## src/rtl/seq_divider16_if.sv

```systemverilog
// seq_divider16_if: start/done handshake and operand/result bundle for the
// sequential divider.
//   master : drives start, dividend, divisor; observes busy, done, results
//   slave  : the divider; consumes operands, drives busy, done, quotient,
//            remainder, div_by_zero
interface seq_divider16_if #(
  parameter int WIDTH = 16
);
  logic             start;
  logic [WIDTH-1:0] dividend;
  logic [WIDTH-1:0] divisor;
  logic             busy;
  logic             done;
  logic [WIDTH-1:0] quotient;
  logic [WIDTH-1:0] remainder;
  logic             div_by_zero;

  modport master (
    output start, dividend, divisor,
    input  busy, done, quotient, remainder, div_by_zero
  );

  modport slave (
    input  start, dividend, divisor,
    output busy, done, quotient, remainder, div_by_zero
  );
endinterface

```

## src/rtl/seq_divider16.sv

```systemverilog
// seq_divider16: iterative restoring radix-2 divider, one quotient bit per
// clock. 16 iterations per division, start/done handshake.
//
// Ports:
//   clk  rising-edge clock
//   rst  synchronous active-high reset
//   bus  seq_divider16_if.slave (start, dividend, divisor in;
//        busy, done, quotient, remainder, div_by_zero out)
//
// Build option: define SIGNED_DIV_EN for two's-complement operands
// (quotient truncates toward zero, remainder takes the dividend's sign).
// Without it the divider is purely unsigned.
//
// state | meaning
// ------+-------------------------------------------------------------
// IDLE  | waiting for start; results held
// CALC  | one restoring iteration per edge, busy high
// DONE  | done high for one cycle; may accept a new start
module seq_divider16 #(
  parameter int WIDTH = 16,
  parameter int CNT_W = 5
) (
  input  logic            clk,
  input  logic            rst,
  seq_divider16_if.slave  bus
);

  typedef enum logic [1:0] {IDLE, CALC, DONE} state_t;

  state_t           state;
  logic [WIDTH-1:0] q_reg;
  // The partial remainder is always below the divisor, so WIDTH bits hold
  // it; the extra bit only appears in the trial difference below.
  logic [WIDTH-1:0] r_reg;
  logic [WIDTH-1:0] d_reg;
  logic [CNT_W-1:0] count;
  logic             busy_r;
  logic             done_r;
  logic             dbz_r;
  logic [WIDTH-1:0] quot_r;
  logic [WIDTH-1:0] rem_r;

  logic [WIDTH:0]   shifted;
  logic [WIDTH:0]   trial;
  logic [WIDTH-1:0] q_next;
  logic [WIDTH-1:0] r_next;
  logic [WIDTH-1:0] q_final;
  logic [WIDTH-1:0] r_final;
  logic [WIDTH-1:0] load_a;
  logic [WIDTH-1:0] load_d;
  logic [WIDTH-1:0] zero_quot;

`ifdef SIGNED_DIV_EN
  logic neg_q;
  logic neg_r;
`endif

  assign bus.busy        = busy_r;
  assign bus.done        = done_r;
  assign bus.quotient    = quot_r;
  assign bus.remainder   = rem_r;
  assign bus.div_by_zero = dbz_r;

  // One restoring step: shift the next dividend bit into the remainder and
  // keep the difference only if it did not go negative.
  always_comb begin
    shifted = {r_reg, q_reg[WIDTH-1]};
    trial   = shifted - {1'b0, d_reg};
    if (!trial[WIDTH]) begin
      r_next = trial[WIDTH-1:0];
      q_next = {q_reg[WIDTH-2:0], 1'b1};
    end else begin
      r_next = shifted[WIDTH-1:0];
      q_next = {q_reg[WIDTH-2:0], 1'b0};
    end
  end

`ifdef SIGNED_DIV_EN
  // Divide magnitudes, then fix signs on the result-writing edge.
  // 0x8000 has no positive counterpart but its unsigned magnitude is still
  // 0x8000, which makes 0x8000 / -1 come out as 0x8000 rem 0.
  always_comb begin
    load_a    = bus.dividend[WIDTH-1] ? -bus.dividend : bus.dividend;
    load_d    = bus.divisor[WIDTH-1]  ? -bus.divisor  : bus.divisor;
    q_final   = neg_q ? -q_next : q_next;
    r_final   = neg_r ? -r_next : r_next;
    zero_quot = bus.dividend[WIDTH-1] ? WIDTH'(1) : '1;
  end
`else
  always_comb begin
    load_a    = bus.dividend;
    load_d    = bus.divisor;
    q_final   = q_next;
    r_final   = r_next;
    zero_quot = '1;
  end
`endif

  always_ff @(posedge clk) begin
    if (rst) begin
      state  <= IDLE;
      q_reg  <= '0;
      r_reg  <= '0;
      d_reg  <= '0;
      count  <= '0;
      busy_r <= 1'b0;
      done_r <= 1'b0;
      dbz_r  <= 1'b0;
      quot_r <= '0;
      rem_r  <= '0;
`ifdef SIGNED_DIV_EN
      neg_q  <= 1'b0;
      neg_r  <= 1'b0;
`endif
    end else begin
      case (state)
        IDLE, DONE: begin
          done_r <= 1'b0;
          if (bus.start) begin
            if (bus.divisor == '0) begin
              // Divide by zero skips CALC entirely: results on the next cycle.
              state  <= DONE;
              done_r <= 1'b1;
              quot_r <= zero_quot;
              rem_r  <= bus.dividend;
              dbz_r  <= 1'b1;
            end else begin
              q_reg  <= load_a;
              r_reg  <= '0;
              d_reg  <= load_d;
              count  <= '0;
              busy_r <= 1'b1;
              dbz_r  <= 1'b0;
              state  <= CALC;
`ifdef SIGNED_DIV_EN
              neg_q  <= bus.dividend[WIDTH-1] ^ bus.divisor[WIDTH-1];
              neg_r  <= bus.dividend[WIDTH-1];
`endif
            end
          end else begin
            state <= IDLE;
          end
        end

        CALC: begin
          q_reg <= q_next;
          r_reg <= r_next;
          count <= count + 1'b1;
          if (count == CNT_W'(WIDTH - 1)) begin
            quot_r <= q_final;
            rem_r  <= r_final;
            busy_r <= 1'b0;
            done_r <= 1'b1;
            state  <= DONE;
          end
        end

        default: state <= IDLE;
      endcase
    end
  end

endmodule

```

## src/flat_wrapper.sv

```systemverilog
// flat-port wrapper written by rule: the top's interface ports become plain ports
module seq_divider16_flat 
#(
  parameter int WIDTH = 16,
  parameter int CNT_W = 5
)
  (clk, rst, bus_start, bus_dividend, bus_divisor, bus_busy, bus_done, bus_quotient, bus_remainder, bus_div_by_zero);
  seq_divider16_if #(.WIDTH(WIDTH)) bus_i ();
  input  logic clk;
  input  logic rst;
  input wire logic [$bits(bus_i.start)-1:0] bus_start;
  input wire logic [$bits(bus_i.dividend)-1:0] bus_dividend;
  input wire logic [$bits(bus_i.divisor)-1:0] bus_divisor;
  output wire logic [$bits(bus_i.busy)-1:0] bus_busy;
  output wire logic [$bits(bus_i.done)-1:0] bus_done;
  output wire logic [$bits(bus_i.quotient)-1:0] bus_quotient;
  output wire logic [$bits(bus_i.remainder)-1:0] bus_remainder;
  output wire logic [$bits(bus_i.div_by_zero)-1:0] bus_div_by_zero;
  assign bus_i.start = bus_start;
  assign bus_i.dividend = bus_dividend;
  assign bus_i.divisor = bus_divisor;
  assign bus_busy = bus_i.busy;
  assign bus_done = bus_i.done;
  assign bus_quotient = bus_i.quotient;
  assign bus_remainder = bus_i.remainder;
  assign bus_div_by_zero = bus_i.div_by_zero;
  seq_divider16 #(.WIDTH(WIDTH), .CNT_W(CNT_W)) u_core (.clk(clk), .rst(rst), .bus(bus_i));
endmodule
```

## config.mk

```make
export PLATFORM = sky130hd
export DESIGN_NAME = seq_divider16_flat
export DESIGN_NICKNAME = d
export VERILOG_FILES = /design/src/rtl/seq_divider16_if.sv /design/src/rtl/seq_divider16.sv /design/src/flat_wrapper.sv
export SDC_FILE = /design/constraint.sdc
export NUM_CORES = 1
export LEC_CHECK = 0
export CELL_PAD_IN_SITES_DETAIL_PLACEMENT = 0
export CELL_PAD_IN_SITES_GLOBAL_PLACEMENT = 1
export CORE_MARGIN = 10
export CORE_UTILIZATION = 43
export CTS_CLUSTER_DIAMETER = 200
export CTS_CLUSTER_SIZE = 10
export DETAILED_ROUTE_END_ITERATION = 12
export GPL_ROUTABILITY_DRIVEN = 0
export PLACE_DENSITY = 0.95
export SETUP_SLACK_MARGIN = 0.4
export SYNTH_ARGS = -nofsm -noshare
export SYNTH_HDL_FRONTEND = slang
export SYNTH_SLANG_ARGS = --single-unit
```

## constraint.sdc

```tcl
create_clock -name clk -period 4.6 [get_ports clk]
set_input_delay 0.92 -clock clk [delete_from_list [all_inputs] [get_ports clk]]
set_output_delay 0.92 -clock clk [all_outputs]
set_load 0.05 [all_outputs]
```

==> reports/metrics.cfg, run 1 <==
[run_status]
outcome=complete, no violations

[power_and_ir_drop]
power_mw=3.59
vdd_ir_drop_max_v=0.000480
power_density_nw_per_um2=643
leakage_nw=2.10

[logic_synthesis]
synth.distinct_cells=59
netlist_area_um2=4650
ys.flop_type=dfxtp_1
yosysSeqAreaShare_pct=38.7
syn_area_per_cell_um2=8.15
ys_warn_count=0
synth-edff-count=0
postSynth.asyncResetShare_pct=0
netlist_instances=571
syn-num-nets=625
synth-seq-cells=90

[timing]
skew_ns=0.0158
fin_setup_tns_ns=0
final-max-slew-violation-count=0
period_needed_ns=3.21
timing.final.ws_setup_ns=1.39
finalCritPeriodShare_pct=69.8
tightest_slew_ns=0.667
slew_headroom_pct=55.5
setup_viol=0
rsz0062_at_grt=false
max_freq_ghz=0.311
finalHoldViolations=0
timing.hold.ws_ns=0.462

[setup_path]
critPathKind=in2reg
reg2reg_slack_ns=1.42
r2r_cells=12
cp_slowest_stage_delay_ns=0.48
crit_path_top_delay_cell=a21oi_4
critPathRequiredTime_ns=4.90
worstReg2RegEnd=u_core.bus.remainder[6]
cp_cell_sequence=clkdlybuf4s50_1 -> nor4_1 -> nand4_1 -> a21oi_4 -> buf_4 -> o21a_1 -> o21ai_0 -> a21oi_1
startpoint_type=input pin
r2r_start=u_core.q_reg[15]
worst-path-buf-inv=2
worst_ep_arrival_time_ns=3.51
cp-end-kind=register
cp_top_family=compound AO/OA/AOI/OAI gates
crit_fanout=42

[clock_network]
ctsHoldBuffers=0
cts_sinks=90
cts_tree=yes
clock_latency_ns=0.37
post_cts_buffers=0
clockBufferDepth=2
root_buffer=clkbuf_8
cts.htree.levels=3
cts_buffers=9
path_clk_slew_ns=0.09
cts_resized=0

[global_route]
antenna_found_initial=0
grt_pass1_wl_um=19300
grt_pass1_vias=3933
overflow=0
grt_max_degree=66
grt_usage_pct=15.4

[place]
preCtsSetupSlack_ns=1.02
port_buffers=69
dpl.hpwl_um=8710
placed_area_um2=5380
dpl.cell_count=745

[job]
drv_cap=0

[floorplanning]
pin_count=70
die_area_um2=15400
coreArea_um2=10400
die_w_um=124
rows=37
start_util_pct=44.7
die_h_um=124

[detailed_routing]
wire_per_inst_um=15.8
routed_wl_um=12000
vias=4180
drtPass1Iterations=6
drc=0
postRouteAntennaNets=0
drtIter0Drc=300
via_per_inst=5.49

[layout]
instances_no_fill=761
insertedDiodeCount=0
final_nets=674
area_growth_pct=20.0
final_cell_area_um2=5580
utilization_pct=53.6
layout-drive-gt1-share_pct=8.16

[min_path]
whs_endpoint=u_core.d_reg[11]
min-delay-start=u_core.d_reg[11]
hold_depth=2
hp-class=reg2reg

-- cell type report --
| class | instances | area (um^2) |
|---|---|---|
| clock buffers | 10 | 128 |
| clock inverters | 6 | 72.6 |
| fillers | 988 | 4830 |
| inverters | 22 | 82.6 |
| multi-input cells | 421 | 2590 |
| flip-flops and latches | 90 | 1800 |
| well taps | 136 | 170 |
| repair buffers | 76 | 738 |
-- cells in the final DEF (no fill, tap or decap), types with 6 or more instances in the layout --
cell and n:
nand2b_1 12, clkbuf_8 9, ha_1 18, inv_1 22, nor2_1 63, a311oi_1 18, nand2_1 104, a31oi_1 7
and3_1 6, dfxtp_1 90, o21ai_1 6, o21ai_0 13, o21a_1 7, a21oi_1 45, a21o_1 8, clkdlybuf4s50_1 68
a211oi_1 18, nand3_1 14, xnor2_1 9, buf_4 7
-- worst reg2reg max path: stages, from the launching register on --
cell,delay [ns]
dfxtp_1,0.36
inv_1,0.07
ha_1,0.16
inv_1,0.06
fa_1,0.49
a211oi_2,0.28
o211ai_2,0.17
and3_4,0.20
o21a_4,0.23
nor2_8,0.37
mux2_2,0.43
o21ai_0,0.16
a21oi_1,0.09
-- worst max path at each step --
stage / startpoint / end / slack [ns] / depth (start not counted)
after global placement: bus_divisor[10] / u_core.bus.remainder[5] / 1.12 / 8
after CTS: bus_divisor[10] / u_core.bus.remainder[5] / 1.39 / 8
after detailed placement: bus_divisor[10] / u_core.bus.remainder[10] / 1.02 / 8
after floorplan: u_core.q_reg[15] / u_core.bus.remainder[9] / 1.90 / 13
after global routing: u_core.q_reg[15] / u_core.bus.remainder[5] / 1.25 / 12
final: bus_divisor[10] / u_core.bus.remainder[6] / 1.39 / 8
-- Yosys cell counts, drive strengths merged (2+ instances only) --
cell,count,area share (%)
o21bai,4,0.65
a31oi,7,0.94
a22o,2,0.38
inv,22,1.8
o2111ai,2,0.38
mux2i,3,0.65
o211ai,4,1.1
clkbuf,31,2.5
nor4,4,0.54
mux2,6,1.5
a21oi,47,5.2
a311oi,21,4.4
nor3b,2,0.32
nand3,14,1.5
nand4,2,0.27
nand2b,13,1.7
a21o,8,1.3
o21a,8,1.5
a211oi,19,3.2
nor2,65,5.6
o32ai,4,0.91
xor2,5,0.94
ha,18,4.8
or2,3,0.40
buf,7,1.5
nor3,6,0.89
and3,7,1.0
dfxtp,90,39
nand2,104,8.4
nor2b,2,0.27
xnor2,9,1.7
o21ai,20,2.2
-- report_power, final --
| group | internal, mW | total, mW | switching (mW) |
|---|---|---|---|
| logic | 0.856 | 2.06 | 1.21 |
| registers | 0.882 | 0.968 | 0.0861 |
| clock network | 0.258 | 0.558 | 0.300 |
| total | 2.00 | 3.59 | 1.59 |
-- kinds of logic (layout without fill, tap and decap cells) --
family                     Yosys count  in the layout  synth area share, %
and+or+nand+nor                    225            225                 21.5
buffers and inverters               60            114                 5.78
AOI/OAI and AO/OA                  154            154                 23.9
muxes                                9              9                 2.18
adders and majority gates           19             19                 5.27
DFF                                 90             90                 38.7
xor gates and xnor gates            14             14                 2.64
-- layer usage --
layer | up-vias | track usage (%) | part of all wire [%]
met1 | 1930 | 20.7 | 47
met4 | 0 | 4.03 | 1.2
li1 | 2096 | - | -
met5 | - | 0 | 0
met2 | 140 | 23.9 | 44
met3 | 14 | 4.25 | 7.9
Power figures use the tool's default switching activity.
==> run 2: changes to the inputs <==
--- a/config.mk
+++ b/config.mk
@@ -8,12 +8,12 @@
 export CELL_PAD_IN_SITES_DETAIL_PLACEMENT = 0
 export CELL_PAD_IN_SITES_GLOBAL_PLACEMENT = 1
 export CORE_MARGIN = 10
-export CORE_UTILIZATION = 43
+export CORE_UTILIZATION = 36
 export CTS_CLUSTER_DIAMETER = 200
 export CTS_CLUSTER_SIZE = 10
 export DETAILED_ROUTE_END_ITERATION = 12
 export GPL_ROUTABILITY_DRIVEN = 0
-export PLACE_DENSITY = 0.95
+export PLACE_DENSITY = 0.85
 export SETUP_SLACK_MARGIN = 0.4
 export SYNTH_ARGS = -nofsm -noshare
 export SYNTH_HDL_FRONTEND = slang
==> constraint.sdc (replaced) <==
create_clock -name clk -period 2.8 [get_ports clk]
set_input_delay 0.56 -clock clk [delete_from_list [all_inputs] [get_ports clk]]
set_output_delay 0.56 -clock clk [all_outputs]
set_load 0.05 [all_outputs]
==> run 2 against run 1 <==
  * Core utilization is 3.7 points lower
  * Sequential power is 68% higher
  * Non-clock buffer count is 28 higher
  * Critical path depth increased by 5
  * Critical path type is now reg2reg
  * First-iteration DRC count increased by 19%
  * Routed wire length grew 15%
  * Combinational power rose to 2.7 times the previous value
  * Register-to-register slack got worse by 1.3 ns
  * Clock skew decreased by 0.0088 ns
  * Largest cell class unchanged
  * Critical endpoint is now u_core.bus.remainder[5]
==> reports/metrics.cfg, run 2 (synthesis gave the netlist of run 1 again) <==
[run_status]
outcome=complete, no violations

[clock_network]
clock_latency_ns=0.34  ; -0.03 ns
cts_sinks=90  ; unchanged
cts_tree=yes
path_clk_slew_ns=0.07  ; -0.02 ns
cts_buffers=9  ; unchanged
cts.htree.levels=3  ; unchanged
ctsHoldBuffers=0  ; unchanged
root_buffer=clkbuf_16
clockBufferDepth=2  ; unchanged

[min_path]
hp-class=reg2reg
hold_depth=2  ; unchanged

[timing]
rsz0062_at_grt=true
max_freq_ghz=0.367
final-max-slew-violation-count=0  ; unchanged
skew_ns=0.00696  ; -0.00880 ns
finalCritPeriodShare_pct=97.4
fin_setup_tns_ns=0  ; unchanged
slew_headroom_pct=61.7  ; +6.2 points
setup_viol=0  ; unchanged
period_needed_ns=2.73
tightest_slew_ns=0.570  ; -0.0969 ns
finalHoldViolations=0  ; unchanged

[power_and_ir_drop]
leakage_nw=2.36  ; +13%
power_mw=8.44  ; +140%
vdd_ir_drop_max_v=0.000761  ; +59%
power_density_nw_per_um2=1340  ; +110%

[detailed_routing]
vias=4440  ; +6.2%
drc=0  ; unchanged
via_per_inst=5.38  ; -2.0%
wire_per_inst_um=16.7  ; +5.9%
drtIter0Drc=357  ; +19%
routed_wl_um=13800  ; +15%
postRouteAntennaNets=0  ; unchanged
drtPass1Iterations=5  ; -1

[layout]
area_growth_pct=35.3
register_area_um2=1800  ; +0.14%
final_nets=702  ; +4.2%
final_common_cell=nand2_1
layout-drive-gt1-share_pct=18.5  ; +10 points
fillerInstances=1207  ; +22%
final_cell_mix=nand2_1, dfxtp_1, clkdlybuf4s50_1, nor2_1, a21oi_1
multi_input_area_um2=2870  ; +11%
insertedDiodeCount=0  ; unchanged

[setup_path]
worst-path-stages=13  ; +5
cp_top_family=compound AO/OA/AOI/OAI gates
cp-end-kind=register
crit_top_cell=inv_2
worst_ep_arrival_time_ns=2.95  ; -0.56 ns
cp_slowest_stage_delay_ns=0.39  ; -0.09 ns
crit_fanout=7  ; -83%
critPathRequiredTime_ns=3.02  ; -1.88 ns
critPathKind=reg2reg
crit_path_top_delay_cell=fa_2
startpoint_type=register
cp_cell_sequence=inv_2 -> ha_4 -> inv_2 -> fa_2 -> a211oi_4 -> o211ai_2 -> and3_4 -> o21a_4 -> nor2_8 -> buf_6 -> mux2_4 -> o21ai_2 -> a21oi_1
r2r_cells=13  ; +1
worst-path-buf-inv=3  ; +1

[global_route]
grt_usage_pct=14.8  ; -0.67 points
grt_pass1_vias=4271  ; +8.6%
grt_pass1_wl_um=21800  ; +13%
antenna_found_initial=0  ; unchanged
overflow=0  ; unchanged
grt_max_degree=69  ; +4.5%

[floorplanning]
die_area_um2=17900  ; +16%
rows=41  ; +11%
die_w_um=134  ; +7.8%
start_util_pct=36.9  ; -7.8 points
coreArea_um2=12600  ; +21%
die_h_um=134  ; +7.8%
pin_count=70  ; unchanged

[job]
drv_cap=0  ; unchanged

[place]
dpl.hpwl_um=9690  ; +11%
port_buffers=69  ; unchanged

==> run 2: timing repair <==
item                       CTS  global route
setup buffers               12             3
resized for setup           31            42
hold endpoints to repair     0             0
setup endpoints to repair   34            35
pin swaps                   10            11
==> run 2: area by class of cell <==
type | count | share of cell area (%)
inverters | 22 | 1.31
clock buffers | 11 | 3.86
flip-flops and latches | 90 | 28.7
well taps | 172 | 3.42
clock inverters | 5 | 0.616
multi-input cells | 421 | 45.6
repair buffers | 104 | 16.6
==> run 2: power by group <==
group | total [mW] | internal [mW] | switching [mW] | leakage, nW
clock network | 1.15 | 0.631 | 0.517 | 0.136
logic | 5.66 | 2.82 | 2.84 | 1.49
registers | 1.63 | 1.45 | 0.179 | 0.736
total | 8.44 | 4.90 | 3.54 | 2.36
==> run 2: tightest hold or removal path, cell delays in order, from the launching register on <==
cell and delay, ns:
dfxtp_1 0.31, nand2_1 0.05, a21oi_1 0.05
==> run 2: per-layer routing <==
metal / global-route usage (%) / wire length (um) / vias up
met5: 0 / 0 / -
met1: 19.6 / 6410 / 2101
met4: 4.66 / 201 / 0
met2: 22.7 / 6230 / 159
met3: 3.87 / 929 / 15
li1: - / - / 2165
==> run 2: worst paths after layout <==
path | start | endpoint | slack [ns]
hold / removal | u_core.d_reg[7] | u_core.d_reg[7] | 0.46
setup / recovery | u_core.q_reg[15] | u_core.bus.remainder[5] | 0.07
hold reg to reg | u_core.d_reg[7] | u_core.d_reg[7] | 0.46
setup reg to reg | u_core.q_reg[15] | u_core.bus.remainder[5] | 0.07
==> run 2: stage by stage <==
stage	hold WS, ns	cell area (um^2)	instances	setup WS [ns]	util [%]
floorplan	0.431	4680	571	0.246	-
global placement	0.447	5590	794	0.0556	44.3
detailed placement	0.448	5590	794	-0.0154	44.3
CTS	0.457	6060	822	0.121	48.0
global route	0.483	6290	825	-0.0720	49.9
finish	0.456	6290	825	0.0720	49.9
==> run 3: changes to the inputs <==
--- a/config.mk
+++ b/config.mk
@@ -15,6 +15,7 @@
 export GPL_ROUTABILITY_DRIVEN = 0
 export PLACE_DENSITY = 0.85
 export SETUP_SLACK_MARGIN = 0.4
+export SKIP_LAST_GASP = 1
 export SYNTH_ARGS = -nofsm -noshare
 export SYNTH_HDL_FRONTEND = slang
 export SYNTH_SLANG_ARGS = --single-unit
==> run 3 against run 2 <==
  * Non-clock buffer count stayed put
  * Sequential cell count stayed put
  * Hold slack is essentially flat
  * Largest cell class unchanged
  * First-iteration DRC count fell by 9.5%
  * Cell area is 0.86% lower
  * Global-route usage did not move
  * Largest power group unchanged
  * Core utilization fell by 0.43 points
  * Power shrank 2.5%
  * Clock power hardly changed
==> reports/metrics.cfg, run 3 (synthesis gave the netlist of run 1 again) <==
[layout]
final_common_cell=nand2_1
area_growth_pct=34.1
insertedDiodeCount=0  ; unchanged
layout-drive-gt1-share_pct=17.8  ; -0.77 points
instances_no_fill=825  ; unchanged
multi_input_area_um2=2830  ; -1.4%
final_cell_mix=nand2_1, dfxtp_1, clkdlybuf4s50_1, nor2_1, a21oi_1
fillerInstances=1219  ; +0.99%
final_nets=702  ; unchanged
register_area_um2=1800  ; unchanged

[detailed_routing]
via_per_inst=5.35  ; -0.54%
drtIter0Drc=323  ; -9.5%
routed_wl_um=13700  ; -0.52%
drtPass1Iterations=4  ; -1
postRouteAntennaNets=0  ; unchanged
drc=0  ; unchanged
vias=4416  ; -0.54%
wire_per_inst_um=16.6  ; -0.52%

[timing]
skew_ns=0.00811  ; +0.00114 ns
max_freq_ghz=0.365  ; -0.46%
tightest_slew_ns=0.579  ; +0.00852 ns
slew_headroom_pct=61.1  ; -0.57 points
finalCritPeriodShare_pct=97.9  ; +0.45 points
fin_setup_tns_ns=0  ; unchanged
setup_viol=0  ; unchanged
rsz0062_at_grt=true
final-max-slew-violation-count=0  ; unchanged
finalHoldViolations=0  ; unchanged
timing.final.ws_setup_ns=0.0595  ; -0.0125 ns
period_needed_ns=2.74  ; +0.0125 ns

[floorplanning]
die_h_um=134  ; unchanged
rows=41  ; unchanged
start_util_pct=36.9  ; unchanged
die_area_um2=17900  ; unchanged
coreArea_um2=12600  ; unchanged
die_w_um=134  ; unchanged
pin_count=70  ; unchanged

[place]
preCtsSetupSlack_ns=-0.0154  ; unchanged
dpl.cell_count=794  ; unchanged
port_buffers=69  ; unchanged
dpl.hpwl_um=9690  ; unchanged

[setup_path]
cp_cell_sequence=inv_2 -> ha_4 -> inv_2 -> fa_2 -> a211oi_4 -> o211ai_2 -> and3_4 -> o21a_4 -> nor2_8 -> buf_6 -> mux2_4 -> o21ai_2 -> a21oi_1
critPathKind=reg2reg
crit_path_top_delay_cell=fa_2
cp-end-kind=register
cp_slowest_stage_delay_ns=0.39  ; about the same
startpoint_type=register
r2r_cells=13  ; unchanged
crit_top_cell=inv_2
critPathRequiredTime_ns=3.02  ; about the same
worst_ep_arrival_time_ns=2.96  ; about the same
crit_fanout=7  ; unchanged

[global_route]
grt_max_degree=69  ; unchanged
overflow=0  ; unchanged
antenna_found_initial=0  ; unchanged
grt_pass1_wl_um=21800  ; unchanged
grt_usage_pct=14.8  ; unchanged
grt_pass1_vias=4271  ; unchanged

[clock_network]
root_buffer=clkbuf_16
cts_buffers=9  ; unchanged
cts_sinks=90  ; unchanged
cts.htree.levels=3  ; unchanged
clockBufferDepth=2  ; unchanged
cts_tree=yes
clock_latency_ns=0.35  ; about the same
path_clk_slew_ns=0.07  ; about the same
ctsHoldBuffers=0  ; unchanged

[job]
drv_cap=0  ; unchanged

[power_and_ir_drop]
power_density_nw_per_um2=1320  ; -1.7%
power_mw=8.22  ; -2.5%
leakage_nw=2.34  ; -0.95%
vdd_ir_drop_max_v=0.000743  ; -2.4%

[min_path]
hold_depth=2  ; unchanged
hp-class=reg2reg

[run_status]
outcome=complete, no violations

[run 3: per-stage QoR]
step	hold WS (ns)	utilization [%]	cell area [um^2]
3_3_place_gp	0.447	44.3	5590
6_report	0.456	49.4	6240
5_1_grt	0.483	49.4	6240
3_5_place_dp	0.448	44.3	5590
4_1_cts	0.457	48.0	6060
2_1_floorplan	0.431	-	4680
[run 3: path summary, 6_finish.rpt]
kind                        endpoint              from  slack (ns)
min reg2reg          u_core.d_reg[7]   u_core.d_reg[7]        0.46
max reg2reg  u_core.bus.remainder[9]  u_core.q_reg[15]        0.06
max          u_core.bus.remainder[9]  u_core.q_reg[15]        0.06
min                  u_core.d_reg[7]   u_core.d_reg[7]        0.46
[run 3: where the power goes]
group | total (mW) | switching [mW] | internal, mW
Sequential | 1.62 | 0.174 | 1.45
Combinational | 5.45 | 2.76 | 2.69
Clock | 1.15 | 0.519 | 0.631
Total | 8.22 | 3.45 | 4.78
[run 3: layout make-up]
type / instances / share of cell area (%)
Inverter: 22 / 1.32
Clock buffer: 11 / 3.89
Sequential cell: 90 / 28.9
Timing Repair Buffer: 104 / 16.5
Clock inverter: 5 / 0.622
Multi-Input combinational cell: 421 / 45.3
Tap cell: 172 / 3.45
[run 3: critical path: cells and delay by family (launching register included)]
kind            cells  cell delay (ns)
compound gates      5             0.82
fa+ha+maj           2             0.52
buf+inv             3             0.24
flops               1             0.33
mux                 1             0.32
simple gates        2             0.39
[run 3: routing by layer]
layer / vias up / wire length, um / global-route usage (%)
li1: 2164 / - / -
met1: 2066 / 6290 / 19.6
met2: 172 / 6170 / 22.7
met3: 14 / 1060 / 3.87
met4: 0 / 185 / 4.66
met5: - / 0 / 0
[run 3: what timing repair did]
action,CTS,global route
gates resized for setup,31,31
cloned,0,0
pin swaps,10,11
setup endpoints to repair,34,35
buffers inserted,12,3
